<file path="src/rtl/mux_4to1_pkg.sv">
// Shared select encodings and types for the 4-to-1 word multiplexer.
package mux_4to1_pkg;

   typedef logic [1:0] sel_t;

   localparam sel_t SEL_D0 = 2'b00;
   localparam sel_t SEL_D1 = 2'b01;
   localparam sel_t SEL_D2 = 2'b10;
   localparam sel_t SEL_D3 = 2'b11;

endpackage

</file>
<file path="src/rtl/mux_4to1_comb.sv">
// Combinational 4-to-1 word selector; an unknown select bit merges the
// candidate words bitwise instead of defaulting to any one input.
module mux_4to1_comb #(
   parameter int WIDTH = 5
) (
   input  logic [WIDTH-1:0] D0,
   input  logic [WIDTH-1:0] D1,
   input  logic [WIDTH-1:0] D2,
   input  logic [WIDTH-1:0] D3,
   input  logic [1:0]       S,
   output logic [WIDTH-1:0] Y
);

   logic [WIDTH-1:0] lowPair;
   logic [WIDTH-1:0] highPair;

   // Two-level ?: tree: S[0] picks within a pair, S[1] picks the pair.
   assign lowPair  = S[0] ? D1 : D0;
   assign highPair = S[0] ? D3 : D2;
   assign Y        = S[1] ? highPair : lowPair;

endmodule

</file>
<file path="src/rtl/mux_4to1.sv">
// 4-to-1 word multiplexer with a combinational output and an enabled
// register stage holding the selected word and the select that produced it.
module mux_4to1
   import mux_4to1_pkg::*;
#(
   parameter int WIDTH = 5
) (
   input  logic             clk,
   input  logic             rst_n,
   input  logic [WIDTH-1:0] D0,
   input  logic [WIDTH-1:0] D1,
   input  logic [WIDTH-1:0] D2,
   input  logic [WIDTH-1:0] D3,
   input  logic [1:0]       S,
   input  logic             en,
   output logic [WIDTH-1:0] Y,
   output logic [WIDTH-1:0] Y_q,
   output logic [1:0]       S_q
);

   logic [WIDTH-1:0] yComb;
   sel_t             selReg;

   mux_4to1_comb #(
      .WIDTH(WIDTH)
   ) uComb (
      .D0(D0),
      .D1(D1),
      .D2(D2),
      .D3(D3),
      .S (S),
      .Y (yComb)
   );

   assign Y = yComb;

   always_ff @(posedge clk or negedge rst_n) begin
      if (!rst_n) begin
         Y_q    <= '0;
         selReg <= SEL_D0;
      end else if (en) begin
         Y_q    <= yComb;
         selReg <= S;
      end
   end

   assign S_q = selReg;

endmodule

</file>
<file path="config.mk">
export PLATFORM = sky130hd
export DESIGN_NAME = mux_4to1
export DESIGN_NICKNAME = d
export VERILOG_FILES = /design/src/rtl/mux_4to1_pkg.sv /design/src/rtl/mux_4to1_comb.sv /design/src/rtl/mux_4to1.sv
export SDC_FILE = /design/constraint.sdc
export NUM_CORES = 1
export LEC_CHECK = 0
export CAP_MARGIN = 20
export CORE_MARGIN = 2
export CORE_UTILIZATION = 31
export DETAILED_ROUTE_END_ITERATION = 16
export HOLD_SLACK_MARGIN = 0.08
export PLACE_DENSITY = 0.78
export SYNTH_ARGS = -nofsm -noshare
export SYNTH_HDL_FRONTEND = slang
export SYNTH_SLANG_ARGS = --single-unit
</file>
<file path="constraint.sdc">
create_clock -name clk -period 1 [get_ports clk]
set_input_delay 0.2 -clock clk [delete_from_list [all_inputs] [get_ports clk]]
set_output_delay 0.2 -clock clk [all_outputs]
set_load 0.02 [all_outputs]
</file>
## Yosys cells after proc, flatten, opt, wreduce, memory -nomap -nowiden

Index checks and enable logic that the tools add are counted.

- Multiplexer cells: 3

Operators by type and width:

| operator | number |
|---|---|
| two-way mux 5 bit | 3 |

- Output and inout port bits: 12
- Register bits: 7
- Word-level logic and storage cells: 5

## Logic depth before layout (Yosys ltp)

Gate-level depths: netlist of the first run.

- Depth after elaboration: 2
- Mapped depth: 3

## By module

From an unflattened synthesis of the first run, not the netlist that was laid out.

- Cell total of the unflattened synthesis: 21
- Area, all modules: 415.4 um^2

By module, submodules not included:

| module | cells each | times used | sequential area each (um^2) | area an instance (um^2) |
|---|---|---|---|---|
| mux_4to1 | 15 | 1 | 175.2 | 291.5 |
| mux_4to1_comb | 6 | 1 | 0.0 | 123.9 |

## Worst setup path after synthesis of the first run

No wires, ideal clock.

- Path kind: input-to-output
- From: in S[0]
- To: out Y[0]
- Stages: 3
- Path slack: -0.036 ns
- Data required time: 0.800 ns
- Arrival: 0.836 ns
- Path buffers: 1
- Path through: buf_6 mux2i_1 mux2i_1

- Word-level cells in the longest chain between the ends: 2
- Elaborated cells between the ends (all ways): 3
- Those cells by class: 3 x mux

RTL lines:

| element | line | text |
|---|---|---|
| start: declaration | mux_4to1.sv:14 | `input logic [1:0] S,` |
| two-way mux 5 bit, on equally long branches | mux_4to1_comb.sv:18, mux_4to1_comb.sv:19 |  |
| two-way mux 5 bit * | mux_4to1_comb.sv:20 | `assign Y = S[1] ? highPair : lowPair;` |
| end: declaration | mux_4to1.sv:16 | `output logic [WIDTH-1:0] Y,` |

Mark *: on every way between the ends. The rest lies on a longest branch, timed or not.

## Final worst setup path of the first run

- From: in S[0]
- To: out Y[4]

The elaborated chain is that of the path after synthesis.

==> results of run 1 <==
## report_power, final
part	internal [mW]	total (mW)	switching [mW]
clock	0.152	0.253	0.101
combinational	0.320	0.548	0.228
sequential	0.317	0.343	0.0259
## state kept, by name (all words and copies together) (netlist names)
register  flops
Y_q           5
S_q           2
## cell type report
| cell class | count | area, um^2 | area share |
|---|---|---|---|
| Timing Repair Buffer | 57 | 525.5 | 0.4730 |
| Clock buffer | 4 | 26.28 | 0.02365 |
| Sequential cell | 7 | 175.2 | 0.1577 |
| Multi-Input combinational cell | 29 | 361.6 | 0.3254 |
| Tap cell | 15 | 18.77 | 0.01689 |
| Inverter | 1 | 3.754 | 0.003378 |
## Yosys cell counts (all sizes together)
master	n	area, um^2
mux2i	15	150.1
dfrtp	7	175.2
nand2b	6	37.54
o221ai	5	43.79
buf	2	16.26
inv	1	3.750
mux2	1	11.26
nand2	1	3.750
o21ai	1	5.000
## per-layer routing
| layer | up-vias | global-route usage | wire length, um |
|---|---|---|---|
| met5 | - | 0 | 0 |
| met4 | 0 | 0.01935 | 0 |
| met3 | 0 | 0.02609 | 49 |
| met2 | 13 | 0.3188 | 862 |
| met1 | 246 | 0.2740 | 723 |
| li1 | 266 | - | - |
## layout by cell type, fill, tap and decap left out, drive strengths merged
master / netlist / routed
dfrtp: 7 / 7
o221ai: 5 / 5
inv: 1 / 1
dlygate4sd2: 0 / 21
mux2: 1 / 1
buf: 2 / 34
nand2: 1 / 1
o21ai: 1 / 1
mux2i: 15 / 15
clkdlybuf4s15: 0 / 1
nand2b: 6 / 6
clkdlybuf4s50: 0 / 1
clkbuf: 0 / 4
## path summary, 6_finish.rpt
check / start / to / slack [ns] / depth (start not counted)
worst max-delay path: S[0] / Y[4] / -0.17 / 5
worst min-delay path: rst_n / Y_q[3] / 0.21 / 1
worst max register to register: Y_q[4] / Y_q[4] / 0.13 / 3
worst min register to register: Y_q[1] / Y_q[1] / 0.51 / 2
max in group asynchronous: rst_n / S_q[0] / 0.55 / 1
min in group clk: S[0] / S_q[0] / 0.36 / 3
## kinds of logic (layout without fill, tap and decap cells)
logic type,count (synthesis),in the layout,share of synthesized area
and+or+nand+nor,7,7,0.09244
buffers and inverters,3,62,0.04480
DFF,7,7,0.3922
AOI/OAI and AO/OA,6,6,0.1092
muxes,16,16,0.3613
## timing repair
| action | in CTS | in global routing |
|---|---|---|
| resized for setup | 100 | 11 |
| setup buffers | 4 | 4 |
| endpoints found under the setup margin | 19 | 10 |
| hold endpoints to repair | 0 | 0 |
| cloned | 1 | 0 |
==> results.txt, run 1 <==
Initial antenna violation count - 0
Sequential area share after synthesis - 0.3922
Yosys warnings - 0
Global-route wire length before repair - 2.594 mm
Clk Latency, worst-skew pair - 0.24 ns
Setup ws final - -0.1718 ns
Hold slack - 0.2092 ns
Post-DP Area - 935.9 um^2
Pwr Total - 1.144 mW
Crit path launch type - primary input
Worst-path fanout max - 6
Starting Density - 0.3390
Post-Layout Inst Area - 1111 um^2
DP Cell Count - 100
Worst path top cell family by delay - buffers and inverters
Maximum VDD drop - 1031 uV
Worst path max stage delay - 0.18 ns
Syn Nets - 64
Worst Tran Pin Value - 0.3079 ns
Final WL - 1.635 mm
Final Cycle Share - 1.172
Minimum clock period - 1.172 ns
Vias in the first global route - 538
Final Core Density - 0.8433
Drt pass-1 iters - 2
Starting DRC count in detailed routing - 4
Setup WS pre-CTS - -0.9869 ns
Leakage - 0.5159 nW
Crit-path cells - buf_8 > buf_12 > mux2i_4 > mux2i_1 > buf_4
RSZ-0062 raised after global routing - yes
Clk_skew - 0 ns
Fmax achieved - 853.4 MHz
Nets - 124
Crit path DAT - 0.97 ns
Share of cells above drive strength 1 - 0.5204
CP Class - in2out
Top Ports - 37
Avg Cell Area, Syn - 11.45 um^2
CP Capture Type - primary output
Pwr/cell area - 1030 nW/um^2
Failing checks - setup timing
Number of CTS-inserted buffers - 3
Syn Std Cell Area - 446.7 um^2
H-tree levels - 1
Total gr overflow - 0
ANT nets after route - 0
Die area - 1761 um^2
Cts hold-fix bufs - 0
DR vias/cell - 4.646
Die height - 41.96 um
Max Cap Violations - 0
Core Region - 1318 um^2
CTS max path bufs - 2
Die X - 41.96 um
Non-filler cells, final - 113
CTS root buf - clkbuf_4
DR vias - 525
CP required - 0.80 ns
Aggregate negative setup slack - -0.7500 ns
Hold crit path type - in2async
CP max stage cell - mux2i_4
Status - complete, but fails checks
CTS sink cnt - 7
Final setup vio count - 5
Port Buf Inserts - 36
Post-Syn Instances - 39
Post-DP HPWL - 1.108 mm
Largest net degree at the start of global routing - 10
Slew Limit Fails - 0
Hold Fails Final Rpt - 0
Worst Path Buf+Inv - 3
Yosys cell types - 10
Antenna cells - 0
GRT Util Overall - 0.1918
DRC viols - 0
Avg WL per Cell - 14.47 um
GP Congestion - 0.7455
Syn-to-layout area delta - 148.7%
Cell Rows - 13
Slew margin rel. - 0.7941
#FFs+latches synth - 7
Clock slew at the register clock pins of the worst setup and hold paths - 0.06 ns
Filler instances - 81
TritonCTS clock tree - yes
No activity file was read; power rests on OpenSTA's default activity.
==> run 2: changes to the inputs <==
CORE_MARGIN = 4   (was 2)
==> run 2 against run 1 <==
Effect of this change:
- the flow still finishes with violations (setup timing)
- sequential share of layout area is 0.16 points lower
- routed wire length is 10% higher
- clock skew unchanged
- fmax increased by 1.4%
- global-route usage down 1.1 points
- clock power about the same
- register-to-register slack better by 0.04 ns
- hold slack got worse by 0.0084 ns
- via count is 3.2% higher
- highest routed layer is now met4
- sequential cell count is the same
- cell area increased by 1.0%
- critical path type unchanged
- core utilization fell by 0.18 points
- largest power group unchanged
==> results.txt, run 2 (synthesis results as in run 1) <==
Reg2Reg Launch Point - Y_q[3]
Clk_skew - 0 ns (unchanged)
ANT nets after route - 0 (unchanged)
CP required - 0.80 ns (about the same)
Cts hold-fix bufs - 0 (unchanged)
Cell Rows - 13 (unchanged)
Non-filler cells, final - 114 (+0.88%)
DRC viols - 0 (unchanged)
R2r worst-path depth - 3 (unchanged)
Die X - 45.96 um (+9.5%)
Worst path top cell family by delay - buffers and inverters
Hold crit path type - in2async
Commonest non-fill, non-tap cells in the layout - 26 x buf_4, 21 x dlygate4sd2_1, 8 x mux2i_4
Crit-path cells - buf_8 > buf_12 > mux2i_4 > mux2i_2 > buf_4
Most flop-heavy register - Y_q
CP Class - in2out
Vias in the first global route - 575 (+6.9%)
Starting Density - 0.3349 (-0.004134)
DR vias/cell - 4.754 (+2.3%)
Max FFs per register - 5 (unchanged)
Die height - 45.96 um (+9.5%)
Aggregate negative setup slack - -0.6767 ns (+0.07331 ns)
Reg2reg end - Y_q[3]
Pwr Total - 1.160 mW (+1.4%)
Worst-path fanout max - 8 (+2)
Worst path max stage delay - 0.19 ns (about the same)
Starting DRC count in detailed routing - 6 (+2)
Initial antenna violation count - 0 (unchanged)
Hold slack - 0.2008 ns (-0.008417 ns)
R2R Setup Slk - 0.17 ns (+0.04 ns)
Status - complete, but fails checks
H-tree levels - 1 (unchanged)
Total gr overflow - 0 (unchanged)
Failing checks - setup timing
Syn-to-layout area delta - 151.3%
Avg WL per Cell - 15.82 um (+9.3%)
Final WL - 1.803 mm (+10%)
Number of CTS-inserted buffers - 3 (unchanged)
Clock slew at the register clock pins of the worst setup and hold paths - 0.05 ns (about the same)
Share of cells above drive strength 1 - 0.5455 (+0.02505)
Pwr/cell area - 1033 nW/um^2 (+0.36%)
Nets - 125 (+0.81%)
Slew Limit Fails - 0 (unchanged)
Maximum VDD drop - 781.2 uV (-24%)
Post-Layout Inst Area - 1122 um^2 (+1.0%)
Port Buf Inserts - 36 (unchanged)
CP Capture Type - primary output
Global-route wire length before repair - 2.587 mm (-0.27%)
Top Ports - 37 (unchanged)
CTS max path bufs - 2 (unchanged)
Crit path DAT - 0.96 ns (about the same)
Worst Path Buf+Inv - 3 (unchanged)
TritonCTS clock tree - yes
Die area - 2112 um^2 (+20%)
Drt pass-1 iters - 4 (+2)
Most common cell after layout, fill and taps aside - buf_4
Minimum clock period - 1.156 ns (-0.01614 ns)
RSZ-0062 raised after global routing - yes
Hold Fails Final Rpt - 0 (unchanged)
DP Cell Count - 101 (+1.0%)
Post-DP Area - 943.4 um^2 (+0.80%)
Setup WS pre-CTS - -1.014 ns (-0.02719 ns)
CP max stage cell - mux2i_4
DR vias - 542 (+3.2%)
Max Cap Violations - 0 (unchanged)
Crit path launch type - primary input
CTS sink cnt - 7 (unchanged)
Largest net degree at the start of global routing - 10 (unchanged)
Worst Tran Pin Value - 0.3073 ns (-0.0005410 ns)
Core Region - 1334 um^2 (+1.2%)
Setup ws final - -0.1557 ns (+0.01614 ns)
Slew margin rel. - 0.7945 (about the same)
Leakage - 0.5163 nW (about the same)
Post-DP HPWL - 1.309 mm (+18%)
Final Cycle Share - 1.156 (-0.01614)
Final setup vio count - 5 (unchanged)
Final Core Density - 0.8415 (-0.001842)
Antenna cells - 0 (unchanged)
GRT Util Overall - 0.1806 (-0.01117)
Clk Latency, worst-skew pair - 0.25 ns (about the same)
Fmax achieved - 865.3 MHz (+1.4%)
CTS root buf - clkbuf_4
GP Congestion - 0.7656 (+2.7%)
-- run 2: cell count changes in the layout (fill, tap and decap cells not counted), sizes merged --
cell | before | now
buf | 34 | 35
-- run 2: final cells by class --
class                      instances  area (um^2)
inverter                           1        3.754
fill                              82        211.5
tap                               15        18.77
multi-input combinational         29        382.9
sequential                         7        175.2
timing repair buffer              58        515.5
clock buffer                       4        26.28
-- run 2: report_power, final --
| group | switching (mW) | internal, mW | leakage [nW] |
|---|---|---|---|
| clock network | 0.101 | 0.152 | 0.0150 |
| logic | 0.235 | 0.329 | 0.416 |
| registers | 0.0259 | 0.317 | 0.0852 |
-- run 2: worst max path at each step --
stage               depth (start not counted)  endpoint  from
global placement                            5      Y[2]  S[0]
floorplan                                   3      Y[3]  S[0]
detailed placement                          5      Y[2]  S[0]
finish                                      5      Y[2]  S[0]
global route                                5      Y[2]  S[0]
CTS                                         5      Y[2]  S[0]
-- run 2: repair_timing --
action / 4_1_cts / 5_1_grt
buffers inserted: 3 / 6
pin swaps: 0 / 1
endpoints found under the setup margin: 18 / 11
gates resized for setup: 107 / 6
-- run 2: worst reg2reg max path: cells and delay by family, from the launching register on --
kind,cells,cell delay (ns)
flops,1,0.40
buf+inv,1,0.15
compound gates,1,0.08
simple gates,1,0.07
-- run 2: layer usage --
| layer | vias to the layer above | share of wire | GRT usage |
|---|---|---|---|
| met4 | 0 | 0.038 | 0.1307 |
| met1 | 251 | 0.36 | 0.2087 |
| met5 | - | 0 | 0 |
| met2 | 19 | 0.54 | 0.2967 |
| li1 | 266 | - | - |
| met3 | 6 | 0.065 | 0.02767 |
